==> config.mk <==
export PLATFORM = sky130hd
export DESIGN_NAME = spi_fl_arbiter_flat
export DESIGN_NICKNAME = d
export VERILOG_FILES = /design/src/rtl/spi_fl_pkg.sv /design/src/rtl/spi_fl_arbiter_if.sv /design/src/rtl/spi_fl_rr_arb2.sv /design/src/rtl/spi_fl_arbiter.sv /design/src/flat_wrapper.sv
export SDC_FILE = /design/constraint.sdc
export NUM_CORES = 1
export LEC_CHECK = 0
export ABC_AREA = 1
export ABC_CLOCK_PERIOD_IN_PS = 2200
export CORE_AREA = 8 8 144 146
export DETAILED_ROUTE_END_ITERATION = 8
export DIE_AREA = 0 0 152 154
export PLACE_DENSITY_LB_ADDON = 0.15
export SYNTH_ARGS = -nofsm -noshare
export SYNTH_HDL_FRONTEND = slang
export SYNTH_SLANG_ARGS = --single-unit
==> constraint.sdc <==
create_clock -name clk -period 2.2 [get_ports clk]
set_input_delay 0.66 -clock clk [delete_from_list [all_inputs] [get_ports clk]]
set_output_delay 0.66 -clock clk [all_outputs]
set_load 0.05 [all_outputs]
==> src/rtl/spi_fl_pkg.sv <==
// Shared types and encodings for the SPI flash sequencer/arbiter slice.
package spi_fl_pkg;

  typedef enum logic [2:0] {
    ST_IDLE,
    ST_ISSUE,
    ST_WAIT_ACK,
    ST_WAIT_DONE,
    ST_RESP
  } state_e;

  localparam logic [2:0] CMD_ONLY      = 3'b000;
  localparam logic [2:0] CMD_ANS       = 3'b001;
  localparam logic [2:0] CMD_ADDR_ANS  = 3'b010;
  localparam logic [2:0] CMD_DATA      = 3'b011;
  localparam logic [2:0] CMD_ADDR_DATA = 3'b100;
  localparam logic [2:0] CMD_ADDR      = 3'b101;

  localparam logic [1:0] FRAME_SINGLE = 2'b00;
  localparam logic [1:0] FRAME_DUAL   = 2'b01;
  localparam logic [1:0] FRAME_QUAD   = 2'b10;

endpackage

==> src/rtl/spi_fl_arbiter_if.sv <==
// Requester ports A/B and the spi_master_fl command bus, bundled for the arbiter.
interface spi_fl_arbiter_if;
  logic        a_valid;
  logic        a_ready;
  logic [7:0]  a_command;
  logic [2:0]  a_commtype;
  logic [31:0] a_address;
  logic [31:0] a_wdata;
  logic [6:0]  a_nmiso;
  logic [3:0]  a_dummy;
  logic [7:0]  a_frame;
  logic        a_resp_valid;
  logic [31:0] a_resp_data;
  logic        a_resp_err;
  logic        b_valid;
  logic        b_ready;
  logic [31:0] b_address;
  logic        b_resp_valid;
  logic [31:0] b_resp_data;
  logic        b_resp_err;
  logic        m_validflag;
  logic [31:0] m_data_in;
  logic [31:0] m_address;
  logic [7:0]  m_command;
  logic [2:0]  m_commtype;
  logic [6:0]  m_nmiso_bits;
  logic [3:0]  m_dummy_cycles;
  logic [7:0]  m_frame_struct;
  logic        m_tready;
  logic [31:0] m_data_out;

  modport master (
    input  a_valid, a_command, a_commtype, a_address, a_wdata, a_nmiso, a_dummy, a_frame,
    output a_ready, a_resp_valid, a_resp_data, a_resp_err,
    input  b_valid, b_address,
    output b_ready, b_resp_valid, b_resp_data, b_resp_err,
    output m_validflag, m_data_in, m_address, m_command, m_commtype,
    output m_nmiso_bits, m_dummy_cycles, m_frame_struct,
    input  m_tready, m_data_out
  );

  modport slave (
    output a_valid, a_command, a_commtype, a_address, a_wdata, a_nmiso, a_dummy, a_frame,
    input  a_ready, a_resp_valid, a_resp_data, a_resp_err,
    output b_valid, b_address,
    input  b_ready, b_resp_valid, b_resp_data, b_resp_err,
    input  m_validflag, m_data_in, m_address, m_command, m_commtype,
    input  m_nmiso_bits, m_dummy_cycles, m_frame_struct,
    output m_tready, m_data_out
  );
endinterface

==> src/rtl/spi_fl_rr_arb2.sv <==
// Two-way round-robin grant; the port served last loses a simultaneous request.
module spi_fl_rr_arb2 (
  input  logic clk,
  input  logic rst_n,
  input  logic en_i,
  input  logic req_a_i,
  input  logic req_b_i,
  input  logic upd_i,
  input  logic last_b_i,
  output logic gnt_a_o,
  output logic gnt_b_o
);
  logic prio_b_q;

  always_ff @(posedge clk or negedge rst_n) begin
    if (!rst_n) prio_b_q <= 1'b0;
    else if (upd_i) prio_b_q <= ~last_b_i;
  end

  always_comb begin
    gnt_a_o = en_i && req_a_i && (!req_b_i || !prio_b_q);
    gnt_b_o = en_i && req_b_i && (!req_a_i || prio_b_q);
  end
endmodule

==> src/rtl/spi_fl_arbiter.sv <==
// Shares spi_master_fl between the CPU front-end (A) and the boot fetch engine (B),
// converting the master's validflag/tready levels into req/ready and resp pulses.
module spi_fl_arbiter
  import spi_fl_pkg::*;
#(
  parameter logic [7:0] B_COMMAND      = 8'h03,
  parameter logic [2:0] B_COMMTYPE     = 3'b010,
  parameter logic [6:0] B_NMISO        = 7'd32,
  parameter logic [3:0] B_DUMMY        = 4'd0,
  parameter logic [7:0] B_FRAME        = 8'h00,
  parameter int unsigned TIMEOUT_CYCLES = 4096,
  parameter int unsigned TO_W           = 13
) (
  input logic             clk,
  input logic             rst_n,
  spi_fl_arbiter_if.master bus
);
  localparam logic [TO_W-1:0] TO_LAST = TO_W'(TIMEOUT_CYCLES - 1);

  state_e      state_q;
  logic        gnt_b_q;
  logic [TO_W-1:0] to_q;
  logic        a_ready_q, b_ready_q;
  logic        a_resp_valid_q, b_resp_valid_q, a_resp_err_q, b_resp_err_q;
  logic [31:0] a_resp_data_q, b_resp_data_q;
  logic        m_validflag_q;
  logic [31:0] m_data_in_q, m_address_q;
  logic [7:0]  m_command_q, m_frame_q;
  logic [2:0]  m_commtype_q;
  logic [6:0]  m_nmiso_q;
  logic [3:0]  m_dummy_q;
  logic        gnt_a, gnt_b;
  logic        fin;
  logic        fin_err;
  logic [31:0] fin_data;

  spi_fl_rr_arb2 u_arb (
    .clk     (clk),
    .rst_n   (rst_n),
    .en_i    (state_q == ST_IDLE && bus.m_tready),
    .req_a_i (bus.a_valid),
    .req_b_i (bus.b_valid),
    .upd_i   (state_q == ST_RESP),
    .last_b_i(gnt_b_q),
    .gnt_a_o (gnt_a),
    .gnt_b_o (gnt_b)
  );

  // A completion (normal or timeout) is decided here so both wait states share one response path.
  always_comb begin
    fin      = 1'b0;
    fin_err  = 1'b0;
    fin_data = '0;
    if (state_q == ST_WAIT_ACK) begin
      if (bus.m_tready && to_q == TO_LAST) begin
        fin     = 1'b1;
        fin_err = 1'b1;
      end
    end else if (state_q == ST_WAIT_DONE) begin
      if (bus.m_tready) begin
        fin      = 1'b1;
        fin_data = bus.m_data_out;
      end else if (to_q == TO_LAST) begin
        fin     = 1'b1;
        fin_err = 1'b1;
      end
    end
  end

  always_ff @(posedge clk or negedge rst_n) begin
    if (!rst_n) begin
      state_q        <= ST_IDLE;
      gnt_b_q        <= 1'b0;
      to_q           <= '0;
      a_ready_q      <= 1'b0;
      b_ready_q      <= 1'b0;
      a_resp_valid_q <= 1'b0;
      b_resp_valid_q <= 1'b0;
      a_resp_err_q   <= 1'b0;
      b_resp_err_q   <= 1'b0;
      a_resp_data_q  <= '0;
      b_resp_data_q  <= '0;
      m_validflag_q  <= 1'b0;
      m_data_in_q    <= '0;
      m_address_q    <= '0;
      m_command_q    <= '0;
      m_commtype_q   <= '1;
      m_nmiso_q      <= '0;
      m_dummy_q      <= '0;
      m_frame_q      <= '0;
    end else begin
      a_ready_q      <= 1'b0;
      b_ready_q      <= 1'b0;
      a_resp_valid_q <= 1'b0;
      b_resp_valid_q <= 1'b0;
      if (fin) begin
        m_validflag_q <= 1'b0;
        state_q       <= ST_RESP;
        if (gnt_b_q) begin
          b_resp_valid_q <= 1'b1;
          b_resp_data_q  <= fin_data;
          b_resp_err_q   <= fin_err;
        end else begin
          a_resp_valid_q <= 1'b1;
          a_resp_data_q  <= fin_data;
          a_resp_err_q   <= fin_err;
        end
      end else begin
        unique case (state_q)
          ST_IDLE: begin
            if (gnt_a || gnt_b) begin
              gnt_b_q <= gnt_b;
              state_q <= ST_ISSUE;
              if (gnt_b) begin
                b_ready_q    <= 1'b1;
                m_command_q  <= B_COMMAND;
                m_commtype_q <= B_COMMTYPE;
                m_address_q  <= bus.b_address;
                m_data_in_q  <= '0;
                m_nmiso_q    <= B_NMISO;
                m_dummy_q    <= B_DUMMY;
                m_frame_q    <= B_FRAME;
              end else begin
                a_ready_q    <= 1'b1;
                m_command_q  <= bus.a_command;
                m_commtype_q <= bus.a_commtype;
                m_address_q  <= bus.a_address;
                m_data_in_q  <= bus.a_wdata;
                m_nmiso_q    <= bus.a_nmiso;
                m_dummy_q    <= bus.a_dummy;
                m_frame_q    <= bus.a_frame;
              end
            end
          end
          ST_ISSUE: begin
            m_validflag_q <= 1'b1;
            to_q          <= '0;
            state_q       <= ST_WAIT_ACK;
          end
          ST_WAIT_ACK: begin
            if (!bus.m_tready) begin
              m_validflag_q <= 1'b0;
              to_q          <= '0;
              state_q       <= ST_WAIT_DONE;
            end else begin
              to_q <= to_q + 1'b1;
            end
          end
          ST_WAIT_DONE: to_q <= to_q + 1'b1;
          ST_RESP:      state_q <= ST_IDLE;
          default:      state_q <= ST_IDLE;
        endcase
      end
    end
  end

  assign bus.a_ready        = a_ready_q;
  assign bus.b_ready        = b_ready_q;
  assign bus.a_resp_valid   = a_resp_valid_q;
  assign bus.a_resp_data    = a_resp_data_q;
  assign bus.a_resp_err     = a_resp_err_q;
  assign bus.b_resp_valid   = b_resp_valid_q;
  assign bus.b_resp_data    = b_resp_data_q;
  assign bus.b_resp_err     = b_resp_err_q;
  assign bus.m_validflag    = m_validflag_q;
  assign bus.m_data_in      = m_data_in_q;
  assign bus.m_address      = m_address_q;
  assign bus.m_command      = m_command_q;
  assign bus.m_commtype     = m_commtype_q;
  assign bus.m_nmiso_bits   = m_nmiso_q;
  assign bus.m_dummy_cycles = m_dummy_q;
  assign bus.m_frame_struct = m_frame_q;
endmodule

==> src/flat_wrapper.sv <==
// flat-port wrapper written by rule: the top's interface ports become plain ports
module spi_fl_arbiter_flat import spi_fl_pkg::*;
#(
  parameter logic [7:0] B_COMMAND      = 8'h03,
  parameter logic [2:0] B_COMMTYPE     = 3'b010,
  parameter logic [6:0] B_NMISO        = 7'd32,
  parameter logic [3:0] B_DUMMY        = 4'd0,
  parameter logic [7:0] B_FRAME        = 8'h00,
  parameter int unsigned TIMEOUT_CYCLES = 4096,
  parameter int unsigned TO_W           = 13
)
  (clk, rst_n, bus_a_valid, bus_a_command, bus_a_commtype, bus_a_address, bus_a_wdata, bus_a_nmiso, bus_a_dummy, bus_a_frame, bus_a_ready, bus_a_resp_valid, bus_a_resp_data, bus_a_resp_err, bus_b_valid, bus_b_address, bus_b_ready, bus_b_resp_valid, bus_b_resp_data, bus_b_resp_err, bus_m_validflag, bus_m_data_in, bus_m_address, bus_m_command, bus_m_commtype, bus_m_nmiso_bits, bus_m_dummy_cycles, bus_m_frame_struct, bus_m_tready, bus_m_data_out);
  spi_fl_arbiter_if bus_i ();
  input logic clk;
  input logic rst_n;
  input wire logic [$bits(bus_i.a_valid)-1:0] bus_a_valid;
  input wire logic [$bits(bus_i.a_command)-1:0] bus_a_command;
  input wire logic [$bits(bus_i.a_commtype)-1:0] bus_a_commtype;
  input wire logic [$bits(bus_i.a_address)-1:0] bus_a_address;
  input wire logic [$bits(bus_i.a_wdata)-1:0] bus_a_wdata;
  input wire logic [$bits(bus_i.a_nmiso)-1:0] bus_a_nmiso;
  input wire logic [$bits(bus_i.a_dummy)-1:0] bus_a_dummy;
  input wire logic [$bits(bus_i.a_frame)-1:0] bus_a_frame;
  output wire logic [$bits(bus_i.a_ready)-1:0] bus_a_ready;
  output wire logic [$bits(bus_i.a_resp_valid)-1:0] bus_a_resp_valid;
  output wire logic [$bits(bus_i.a_resp_data)-1:0] bus_a_resp_data;
  output wire logic [$bits(bus_i.a_resp_err)-1:0] bus_a_resp_err;
  input wire logic [$bits(bus_i.b_valid)-1:0] bus_b_valid;
  input wire logic [$bits(bus_i.b_address)-1:0] bus_b_address;
  output wire logic [$bits(bus_i.b_ready)-1:0] bus_b_ready;
  output wire logic [$bits(bus_i.b_resp_valid)-1:0] bus_b_resp_valid;
  output wire logic [$bits(bus_i.b_resp_data)-1:0] bus_b_resp_data;
  output wire logic [$bits(bus_i.b_resp_err)-1:0] bus_b_resp_err;
  output wire logic [$bits(bus_i.m_validflag)-1:0] bus_m_validflag;
  output wire logic [$bits(bus_i.m_data_in)-1:0] bus_m_data_in;
  output wire logic [$bits(bus_i.m_address)-1:0] bus_m_address;
  output wire logic [$bits(bus_i.m_command)-1:0] bus_m_command;
  output wire logic [$bits(bus_i.m_commtype)-1:0] bus_m_commtype;
  output wire logic [$bits(bus_i.m_nmiso_bits)-1:0] bus_m_nmiso_bits;
  output wire logic [$bits(bus_i.m_dummy_cycles)-1:0] bus_m_dummy_cycles;
  output wire logic [$bits(bus_i.m_frame_struct)-1:0] bus_m_frame_struct;
  input wire logic [$bits(bus_i.m_tready)-1:0] bus_m_tready;
  input wire logic [$bits(bus_i.m_data_out)-1:0] bus_m_data_out;
  assign bus_i.a_valid = bus_a_valid;
  assign bus_i.a_command = bus_a_command;
  assign bus_i.a_commtype = bus_a_commtype;
  assign bus_i.a_address = bus_a_address;
  assign bus_i.a_wdata = bus_a_wdata;
  assign bus_i.a_nmiso = bus_a_nmiso;
  assign bus_i.a_dummy = bus_a_dummy;
  assign bus_i.a_frame = bus_a_frame;
  assign bus_a_ready = bus_i.a_ready;
  assign bus_a_resp_valid = bus_i.a_resp_valid;
  assign bus_a_resp_data = bus_i.a_resp_data;
  assign bus_a_resp_err = bus_i.a_resp_err;
  assign bus_i.b_valid = bus_b_valid;
  assign bus_i.b_address = bus_b_address;
  assign bus_b_ready = bus_i.b_ready;
  assign bus_b_resp_valid = bus_i.b_resp_valid;
  assign bus_b_resp_data = bus_i.b_resp_data;
  assign bus_b_resp_err = bus_i.b_resp_err;
  assign bus_m_validflag = bus_i.m_validflag;
  assign bus_m_data_in = bus_i.m_data_in;
  assign bus_m_address = bus_i.m_address;
  assign bus_m_command = bus_i.m_command;
  assign bus_m_commtype = bus_i.m_commtype;
  assign bus_m_nmiso_bits = bus_i.m_nmiso_bits;
  assign bus_m_dummy_cycles = bus_i.m_dummy_cycles;
  assign bus_m_frame_struct = bus_i.m_frame_struct;
  assign bus_i.m_tready = bus_m_tready;
  assign bus_i.m_data_out = bus_m_data_out;
  spi_fl_arbiter #(.B_COMMAND(B_COMMAND), .B_COMMTYPE(B_COMMTYPE), .B_NMISO(B_NMISO), .B_DUMMY(B_DUMMY), .B_FRAME(B_FRAME), .TIMEOUT_CYCLES(TIMEOUT_CYCLES), .TO_W(TO_W)) u_core (.clk(clk), .rst_n(rst_n), .bus(bus_i));
endmodule
Yosys cells after proc, flatten, opt, wreduce, memory -nomap -nowiden
Index checks and enable logic that the tools add are counted.
Cells by class
  add/subtract/negate cells: 1
  $mul: 0
  divide/modulo/power cells: 0
  order comparisons: 0
  equal/unequal tests: 8
  shift-type cells: 0
  multiplexer cells: 39
  bitwise operators: 2
  reductions and logical operators: 21
Operators by type and width (number)
  two-way mux 32 bit: 5
  case mux 13 bit (3 select lines): 1
  two-way mux 1 bit: 22
  two-way mux 8 bit: 2
  adder 13 x 1 -> 13 bit, second input constant: 1
  == test 13 x 12 -> 1 bit, second input constant: 1
  two-way mux 13 bit: 1
  two-way mux 3 bit: 4
  case mux 3 bit (4 select lines): 1
  AND reduction 2 bit: 4
  two-way mux 7 bit: 1
  == test 3 x 2 -> 1 bit, second input constant: 2
  logical AND 1 bit: 6
  inequality test 3 x 2 -> 1 bit, second input constant: 2
  AND reduction 3 bit: 2
  nonzero test 3 bit: 2
  two-way mux 4 bit: 1
  == test 3 x 1 -> 1 bit, second input constant: 1
  == test 3 bit, second input constant: 1
  zero test 1 bit: 3
  zero test 3 bit: 1
  logical OR 1 bit: 3
  inequality test 2 x 1 -> 1 bit, second input constant: 1
  NOT 1 bit: 2
  case mux 1 bit (2 select lines): 1
Storage, ports and cells
  bits in registers: 183
  latch bits: 0
  memory bits (writable): 0
  bits in read-only memories: 0
  logic and storage cells: 91
  memories: 0

Logic depth before layout (Yosys ltp)
Gate-level depths: netlist of the first run.
  word-level depth: 8
  mapped depth: 11
  depth with buffers taken out: 11

By module
From an unflattened synthesis of the first run, not the netlist that was laid out.
Second synthesis, totals
  cells, all modules: 852
  area total of the unflattened synthesis: 7833.8 um2
Modules (own cells, without submodules)
  spi_fl_arbiter: times used 1, cells an instance 842, area an instance 7772.5 um2
  spi_fl_rr_arb2: times used 1, cells an instance 10, area an instance 61.3 um2

Least setup slack after synthesis of the first run
No wires, ideal clock.
  path kind: input to register
  start point: in bus_m_tready
  end point: reg u_core.m_address_q[10], in the netlist u_core.bus.m_address[10]
  setup time: 127 ps
  arrival time: 1609 ps
  slack: 463 ps
  cell stages on the path: 8
  buffers on the path: 3
  cell sequence: buf_4 inv_2 nor3_4 nand3_1 buf_2 buf_2 nand2_1 a31oi_1
On the way
  cells in the longest elaborated chain, start to end: 5
  elaborated cells between the ends (all ways): 14
  classes of those cells: mux (5); bitwise (1); reduce/logical (8)
Ends and longest elaborated chain
  from (decl): line flat_wrapper.sv:42  | input wire logic [$bits(bus_i.m_tready)-1:0] bus_m_tready;
  two-way mux 1 bit (tied with other cells): line spi_fl_arbiter.sv:60  | if (bus.m_tready) begin
  two-way mux 1 bit (tied with other cells): line spi_fl_arbiter.sv:59  | end else if (state_q == ST_WAIT_DONE) begin
  two-way mux 1 bit (tied with other cells): line spi_fl_arbiter.sv:54  | if (state_q == ST_WAIT_ACK) begin
  NOT 1 bit (no source line) or logical OR 1 bit (tied branches)
  AND reduction 3 bit (no source line)
  to (signal assigned): line spi_fl_arbiter.sv:118  | m_address_q <= bus.b_address;
  to (signal assigned): line spi_fl_arbiter.sv:127  | m_address_q <= bus.a_address;
  to (decl): line spi_fl_arbiter.sv:27  | logic [31:0] m_data_in_q, m_address_q;
Several ways; a longest one is shown, not always the timed one.
A chain may end at the register's enable or synchronous reset.

Worst setup path after layout of the first run
  start point: reg u_core.b_resp_data_q[15], in the netlist u_core.bus.b_resp_data[15]
  end point: out bus_b_resp_data[15]
RTL lines
  from (decl): line spi_fl_arbiter.sv:25  | logic [31:0] a_resp_data_q, b_resp_data_q;
  from (signal assigned): line spi_fl_arbiter.sv:101  | b_resp_data_q <= fin_data;
  to (decl): line flat_wrapper.sv:32  | output wire logic [$bits(bus_i.b_resp_data)-1:0] bus_b_resp_data;
No word-level cell between the ends.

==> flow_summary.toml, run 1 <==
[run_status]
run_status = "finished, final reports clean"

[clocking]
clk_pin_slew_ns = 0.07
numCtsBuffers = 17
cts_tree = "built"
root_buffer = "clkbuf_16"
clock-sinks = 183
postCtsHoldBufs = 0
clock_latency_ns = 0.42
cts_max_path_buffers = 2
postCtsSetupBuffers = 0
cts_resized = 73
h-tree-depth = 4

[floorplan]
die_area_um2 = 23400
io_pins = 328
start_util_pct = 42.1
placementRows = 50
die_h_um = 154
core_um2 = 18500
die_width_um = 152

[place]
io_buffers = 327
hpwl_um = 19700
place.gp.congestion = 0.824
placed_cell_area_um2 = 11400

[layout]
nets = 1386
area_growth_pct = 52.4
n_antenna_cell = 0
final_cell_mix = "355 x nand2_1, 180 x dfrtp_1, 161 x clkdlybuf4s50_1"
layout_commonest_cell = "nand2_1"
final_cell_area_um2 = 11900
drive_gt1_share_pct = 16.2

[route]
wl_per_cell_um = 18.0
via_count = 7332
final_antenna_net_count = 0
drt_iter0_drc = 494
drt-pass1-iter-count = 5
drt-total-wl_um = 26400
drt-vias-per-instance = 4.99
drc = 0

[worst_setup_path]
path_buf_inv = 1
r2r-start = "u_core.to_q[0]$_DFFE_PN0P_"
startpoint = "u_core.bus.b_resp_data[15]$_DFFE_PN0P_"
crit_arrival_ns = 1.34
required_ns = 1.54
crit_family = "buffers and inverters"
crit_chain = "dlygate4sd2_1"
setup.worst_path.class = "reg2out"
slowest_delay_ns = 0.54
end_kind = "output port"
path_max_fanout = 2
startpoint_type = "flop"
cpMaxStageDelayCell = "dlygate4sd2_1"

[sta]
tightest_slew_ns = 0.597
period_share_pct = 90.9
setup-violations-final = 0
maxSlewViolCount = 0
skew_ns = 0.00939
max_freq_mhz = 500
rsz0062_at_grt = "false"
relSlewSlack_pct = 60.2
hold_viol_final = 0
period_minus_slack_ns = 2.00

[global_routing]
grt_pass1_vias = 7250
grt_use_total_pct = 22.2
globalRoute.totalOverflow = 0
grt_pass1_wl_um = 41200
grt_max_degree = 64
antenna_found_initial = 0

[power]
finalPower_uw = 16700
vdd_drop_max_v = 0.000824
powerDensity_nw_per_um2 = 1410
cellLeakagePower_uw = 0.00596

[run]
max-cap-violations = 0

[synth]
synth_xor_area_share_pct = 0.451
synth_top_family_by_area = "simple AND/OR/NAND/NOR gates"
synth-adder-area-share_pct = 0.161
synth_area_um2 = 7780
synth_nets = 1048
synth-simple-area-share_pct = 26.4
synth_cell_types = 34
ys_seq_area_share_pct = 58.9
synth.area.mux_share_pct = 0
yosys_warnings = 0
synth-compound-area-share_pct = 8.62
postSynthRegisterBits = 183
syn_inst = 884
synth.avg_cell_area_um2 = 8.80

[min_path]
min_path_type = "in2async"
-- path summary, 6_finish.rpt --
path,slack [ns],depth (start not counted),end
max,0.20,1,bus_b_resp_data[15]
min,0.21,1,u_core.bus.b_resp_data[8]$_DFFE_PN0P_
max reg2reg,0.23,11,u_core.to_q[12]$_DFFE_PN0P_
min reg2reg,0.47,2,u_core.bus.m_data_in[24]$_DFFE_PN0P_
max in group asynchronous,1.35,2,u_core.bus.m_commtype[0]$_DFFE_PN1P_
min in group clk,0.47,2,u_core.bus.m_data_in[24]$_DFFE_PN0P_
-- flip-flops by register name, summed over array words and instances (netlist names), 3 cells and up --
| name | count |
|---|---|
| u_core.bus.m_address | 32 |
| u_core.bus.m_commtype | 3 |
| u_core.bus.b_resp_data | 32 |
| u_core.bus.m_frame_struct | 8 |
| u_core.bus.a_resp_data | 32 |
| u_core.state_q | 3 |
| u_core.to_q | 13 |
| u_core.bus.m_command | 8 |
| u_core.bus.m_dummy_cycles | 4 |
| u_core.bus.m_nmiso_bits | 7 |
| u_core.bus.m_data_in | 32 |
-- metrics by stage --
step	hold slack, ns	std cells	worst slack, ns	utilization, %	TNS (ns)
final	0.211	1468	0.200	64.2	0
after global routing	0.236	1468	0.106	64.2	0
after CTS	0.217	1468	0.163	64.2	0
after detailed placement	0.458	1437	-0.157	61.6	-9.39
after global placement	0.457	1437	-0.0954	61.6	-4.73
after floorplan	0.364	884	0.463	-	0
-- area by class of cell --
type	count	area (um2)
clock inverters	14	149
inverters	29	113
flip-flops and latches	183	4580
well taps	234	293
clock buffers	17	425
repair buffers	370	3500
multi-input cells	621	2790
fillers	1611	6600
-- logic make-up after synthesis --
| family | after synthesis |
|---|---|
| AO/OA/AOI/OAI | 117 |
| flip-flops | 183 |
| adder cells (fa/ha/maj) | 1 |
| XOR/XNOR | 4 |
| AND/OR/NAND/NOR | 499 |
| buffers and inverters | 80 |
-- synth_stat cells --
library cell	number	area, um2
a31oi_1	33	206
a21o_1	1	7.51
buf_6	8	90.1
dfstp_2	3	78.8
nor2_1	45	169
buf_2	25	125
a22o_1	1	8.76
xnor2_1	1	8.76
inv_2	7	26.3
inv_1	20	75.1
a21oi_1	5	25.0
nand4_1	10	62.6
clkbuf_2	1	5.00
nor3_4	1	16.3
nand2_2	6	37.5
a21boi_1	1	7.51
clkbuf_1	10	37.5
dfrtp_1	180	4500
clkinv_2	1	5.00
ha_1	1	12.5
o21ai_1	55	275
nor2_2	2	12.5
o21a_1	1	7.51
inv_4	1	6.26
xor2_1	3	26.3
nand3_1	76	380
o21ai_0	11	55.1
nand2_4	1	11.3
o211ai_1	1	7.51
o2111ai_1	1	8.76
buf_4	7	52.6
nand2_1	355	1330
o21ai_2	7	61.3
nand3_2	3	30.0
-- power breakdown --
part	switching (uW)	internal, uW	total, uW	leakage (uW)
logic	6040	2450	8500	0.00331
registers	670	4520	5190	0.00237
clock network	1330	1680	3010	0.000278
-- per-layer routing --
layer  global-route usage (%)  part of all wire [%]  vias up
li1                         -                     -     3557
met1                     27.4                    41     3449
met2                     36.9                    49      300
met3                     6.81                   7.9       26
met4                     6.57                   1.5        0
met5                        0                     0        -
Power figures use the tool's default switching activity.
==> run 2, diff against run 1 <==
ABC_CLOCK_PERIOD_IN_PS = default   (was 2200)
CORE_AREA = 8 8 141 143   (was 8 8 144 146)
DIE_AREA = 0 0 149 151   (was 0 0 152 154)
clock period = 2.4 ns   (was 2.2 ns; I/O delays follow)
==> run 2 against run 1 <==
Against the previous run: count of clock-buffer cells in the layout did not move; clock power decreased by 5%; die area down 3.9%; hold slack got worse by 0.068 ns; sequential share of layout area down 0.51 points; design area increased by 1.3%; core utilization rose by 3.8 points; combinational power shrank 4.5%; largest power group unchanged.
==> flow_summary.toml, run 2 (synthesized netlist as in run 1, its figures left out) <==
[run_status]
run_status = "finished, final reports clean"

[global_routing]
grt_pass1_wl_um = 38700
grt_use_total_pct = 21.9
grt_pass1_vias = 6998
antenna_found_initial = 0
grt_max_degree = 75
globalRoute.totalOverflow = 0

[floorplan]
core_um2 = 17700
die_width_um = 149
die_area_um2 = 22500
die_h_um = 151
start_util_pct = 44.0
io_pins = 328
placementRows = 49

[place]
io_buffers = 327
place.gp.congestion = 0.866
placed_cells = 1417
hpwl_um = 18800

[layout]
layout_commonest_cell = "nand2_1"
nets = 1371
stdcell_count = 1450
n_fill_cell = 1462
area_growth_pct = 54.5
final_cell_mix = "355 x nand2_1, 307 x clkdlybuf4s50_1, 180 x dfrtp_1"
drive_gt1_share_pct = 8.52

[worst_setup_path]
path_buf_inv = 1
slowest_delay_ns = 0.86
end_kind = "output port"
required_ns = 1.68
path_max_fanout = 2
cpMaxStageDelayCell = "clkdlybuf4s50_1"
crit_chain = "clkdlybuf4s50_1"
crit_arrival_ns = 1.63
startpoint_type = "flop"
setup.worst_path.class = "reg2out"
crit_family = "buffers and inverters"

[route]
drt-total-wl_um = 25300
drt-vias-per-instance = 4.93
wl_per_cell_um = 17.4
final_antenna_net_count = 0
via_count = 7151
drt-pass1-iter-count = 4
drt_iter0_drc = 465
drc = 0

[sta]
rsz0062_at_grt = "false"
max_freq_mhz = 425
hold_viol_final = 0
setup-violations-final = 0
maxSlewViolCount = 0
period_share_pct = 98.1
relSlewSlack_pct = 61.6
period_minus_slack_ns = 2.35
tightest_slew_ns = 0.575
skew_ns = 0.00910

[clocking]
postCtsHoldBufs = 0
cts_tree = "built"
cts_resized = 1
h-tree-depth = 4
root_buffer = "clkbuf_16"
postCtsSetupBuffers = 0
cts_max_path_buffers = 2
clock-sinks = 183
clk_pin_slew_ns = 0.07
clock_latency_ns = 0.43
numCtsBuffers = 17

[run]
max-cap-violations = 0

[power]
seq_power_share_pct = 30.2
finalPower_uw = 15700
intPower_uw = 8360
vdd_drop_max_v = 0.000772
powerDensity_nw_per_um2 = 1310
cellLeakagePower_uw = 0.00563
p_switching_uw = 7380
clockPowerShare_pct = 18.3
switching_share_pct = 46.9
p_comb_share_pct = 51.6

[min_path]
min_path_type = "in2async"
-- run 2: worst paths after layout --
path | startpoint | endpoint | slack (ns) | cells after the start
max in group asynchronous | rst_n | u_core.bus.m_address[12]$_DFFE_PN0P_ | 1.58 | 2
hold / removal | rst_n | u_core.to_q[6]$_DFFE_PN0P_ | 0.14 | 1
setup / recovery | u_core.bus.m_data_in[28]$_DFFE_PN0P_ | bus_m_data_in[28] | 0.05 | 1
hold reg to reg | u_core.bus.m_commtype[2]$_DFFE_PN1P_ | u_core.bus.m_commtype[2]$_DFFE_PN1P_ | 0.47 | 2
setup reg to reg | u_core.to_q[0]$_DFFE_PN0P_ | u_core.bus.a_resp_data[4]$_DFFE_PN0P_ | 0.56 | 9
min in group clk | u_core.bus.m_commtype[2]$_DFFE_PN1P_ | u_core.bus.m_commtype[2]$_DFFE_PN1P_ | 0.47 | 2
-- run 2: worst register-to-register path: stages (launching register included) --
cell and delay (ns):
dfrtp_1 0.42, ha_1 0.28, nand3_2 0.15, nor2_2 0.20, nand2_2 0.11, nand2_4 0.09, nand3_2 0.10, buf_12 0.20
nand2_1 0.10, o21ai_0 0.07
-- run 2: power by group through the flow --
stage	Combinational (uW)	Sequential, uW	Clock, uW
6_report	8120	4750	2870
5_1_grt	8580	4880	3070
4_1_cts	8210	4750	2950
3_5_place_dp	8200	4780	0
3_3_place_gp	8110	4750	0
2_1_floorplan	1700	8180	0
-- run 2: layer usage --
layer | vias up | track usage [%] | share of wire (%)
met5 | - | 0 | 0
met2 | 268 | 36.0 | 48
met1 | 3331 | 26.3 | 40
met3 | 35 | 7.68 | 9.5
li1 | 3517 | - | -
met4 | 0 | 7.82 | 2.4
-- run 2: layout make-up --
cell class | instances | area (um2) | share of cell area, %
sequential | 183 | 4580 | 38.2
timing repair buffer | 355 | 3630 | 30.2
multi-input combinational | 621 | 2790 | 23.2
clock buffer | 17 | 425 | 3.54
tap | 229 | 287 | 2.39
clock inverter | 15 | 183 | 1.52
inverter | 29 | 113 | 0.938
antenna | 1 | 2.50 | 0.0208
-- run 2: metrics by stage --
step | setup TNS (ns) | util (%) | area [um2] | hold slack, ns | setup slack [ns]
floorplan | 0 | - | 7780 | 0.424 | 0.603
global placement | 0 | 64.5 | 11400 | 0.455 | 0.0288
detailed placement | -0.143 | 64.5 | 11400 | 0.461 | -0.0500
CTS | 0 | 67.9 | 12000 | 0.143 | 0.0106
global route | 0 | 68.0 | 12000 | 0.142 | 0.000658
finish | 0 | 68.0 | 12000 | 0.143 | 0.0450
==> run 3, diff against run 2 <==
REMOVE_ABC_BUFFERS = 1   (was default)
==> run 3 against run 2 <==
Against the previous run: die area unchanged; non-clock buffer count up 7; maximum frequency down 0.14%; sequential share of layout area down 0.20 points; design area up 0.53%; routed wire length up 1.7%; setup slack worse by 0.0032 ns; hold slack better by 0.13 ns; critical path type unchanged; largest cell class unchanged; largest power group unchanged; highest routed layer is now met5.
==> flow_summary.toml, run 3 (synthesized netlist as in run 1, its figures left out) <==
[sta]
maxSlewViolCount = 0
finalSetupTns_ns = 0
relSlewSlack_pct = 59.6
max_freq_mhz = 424
period_minus_slack_ns = 2.36
period_share_pct = 98.3
hold_viol_final = 0
tightest_slew_ns = 0.605
setup-violations-final = 0
skew_ns = 0.0111
rsz0062_at_grt = "false"

[clocking]
clk_pin_slew_ns = 0.07
cts_tree = "built"
h-tree-depth = 4
cts_max_path_buffers = 2
clock_latency_ns = 0.43
numCtsBuffers = 17
clock-sinks = 183
root_buffer = "clkbuf_16"
postCtsSetupBuffers = 0

[layout]
utilization_pct = 68.4
n_antenna_cell = 0
multi_input_area_um2 = 2790
final_cell_mix = "355 x nand2_1, 301 x clkdlybuf4s50_1, 180 x dfrtp_1"
drive_gt1_share_pct = 9.45
stdcell_count = 1456
area_growth_pct = 55.3
area.sequential_um2 = 4580
final_cell_area_um2 = 12100
n_fill_cell = 1453
layout_commonest_cell = "nand2_1"
nets = 1378

[floorplan]
die_width_um = 149
io_pins = 328
core_um2 = 17700
die_area_um2 = 22500
placementRows = 49
die_h_um = 151
start_util_pct = 44.0

[worst_setup_path]
end_kind = "output port"
startpoint_type = "flop"
cpMaxStageDelayCell = "clkdlybuf4s50_1"
required_ns = 1.68
path_max_fanout = 2
setup.worst_path.class = "reg2out"
crit_family = "buffers and inverters"
crit_chain = "clkdlybuf4s50_1"
slowest_delay_ns = 0.87
path_buf_inv = 1
crit_arrival_ns = 1.64

[place]
placed_cell_area_um2 = 11500
hpwl_um = 19400
io_buffers = 327
placed_cells = 1424
place.gp.congestion = 0.819

[power]
vdd_drop_max_v = 0.000830
powerDensity_nw_per_um2 = 1300
cellLeakagePower_uw = 0.00569

[global_routing]
globalRoute.totalOverflow = 0
grt_pass1_wl_um = 40200
grt_max_degree = 65
grt_pass1_vias = 7507
antenna_found_initial = 1
grt_use_total_pct = 22.8

[run_status]
run_status = "finished, final reports clean"

[route]
drt-pass1-iter-count = 4
drt-vias-per-instance = 4.97
wl_per_cell_um = 17.7
via_count = 7243
final_antenna_net_count = 0
drc = 0
drt-total-wl_um = 25700
drt_iter0_drc = 315

[min_path]
min_path_type = "in2async"

[run]
max-cap-violations = 0
==> run 3: path summary, 6_finish.rpt <==
kind | start | cells after the start | to | slack (ns)
max | u_core.bus.a_resp_data[25]$_DFFE_PN0P_ | 1 | bus_a_resp_data[25] | 0.04
min in group clk | u_core.bus.m_commtype[2]$_DFFE_PN1P_ | 2 | u_core.bus.m_commtype[2]$_DFFE_PN1P_ | 0.48
max reg2reg | u_core.to_q[0]$_DFFE_PN0P_ | 8 | u_core.bus.b_resp_data[1]$_DFFE_PN0P_ | 0.49
max in group asynchronous | rst_n | 2 | u_core.bus.m_commtype[0]$_DFFE_PN1P_ | 1.49
min | rst_n | 1 | u_core.to_q[7]$_DFFE_PN0P_ | 0.27
min reg2reg | u_core.bus.m_commtype[2]$_DFFE_PN1P_ | 2 | u_core.bus.m_commtype[2]$_DFFE_PN1P_ | 0.48
==> run 3: what timing repair did <==
item                       in CTS  in global routing
hold endpoints to repair        0                  0
hold buffers                    0                  0
resized for setup               0                 10
setup endpoints to repair       0                 10
==> run 3: area by class of cell <==
cell class / count / area share (%)
clock buffers: 18 / 3.64
clock inverters: 14 / 1.15
inverters: 29 / 0.933
multi-input cells: 621 / 23.1
flip-flops and latches: 183 / 38.0
well taps: 229 / 2.37
repair buffers: 362 / 30.8
==> run 3: per-layer routing <==
metal | global-route usage [%] | part of all wire, %
met2 | 37.1 | 48
met1 | 25.7 | 38
met5 | 0 | 0.035
met4 | 11.8 | 4.4
met3 | 8.90 | 9.9
==> run 3: per-stage QoR <==
stage | hold slack [ns] | power, uW | setup slack, ns
2_1_floorplan | 0.424 | 9750 | -1.42
3_3_place_gp | 0.456 | 12900 | 0.0208
3_5_place_dp | 0.464 | 13000 | -0.00858
4_1_cts | 0.277 | 15800 | 0.00981
5_1_grt | 0.299 | 16500 | 0.0000789
6_report | 0.273 | 15700 | 0.0418
==> run 3: power by group <==
part | switching (uW) | leakage [uW] | internal, uW
clock | 1270 | 0.000282 | 1490
sequential | 625 | 0.00237 | 4140
combinational | 5510 | 0.00304 | 2640
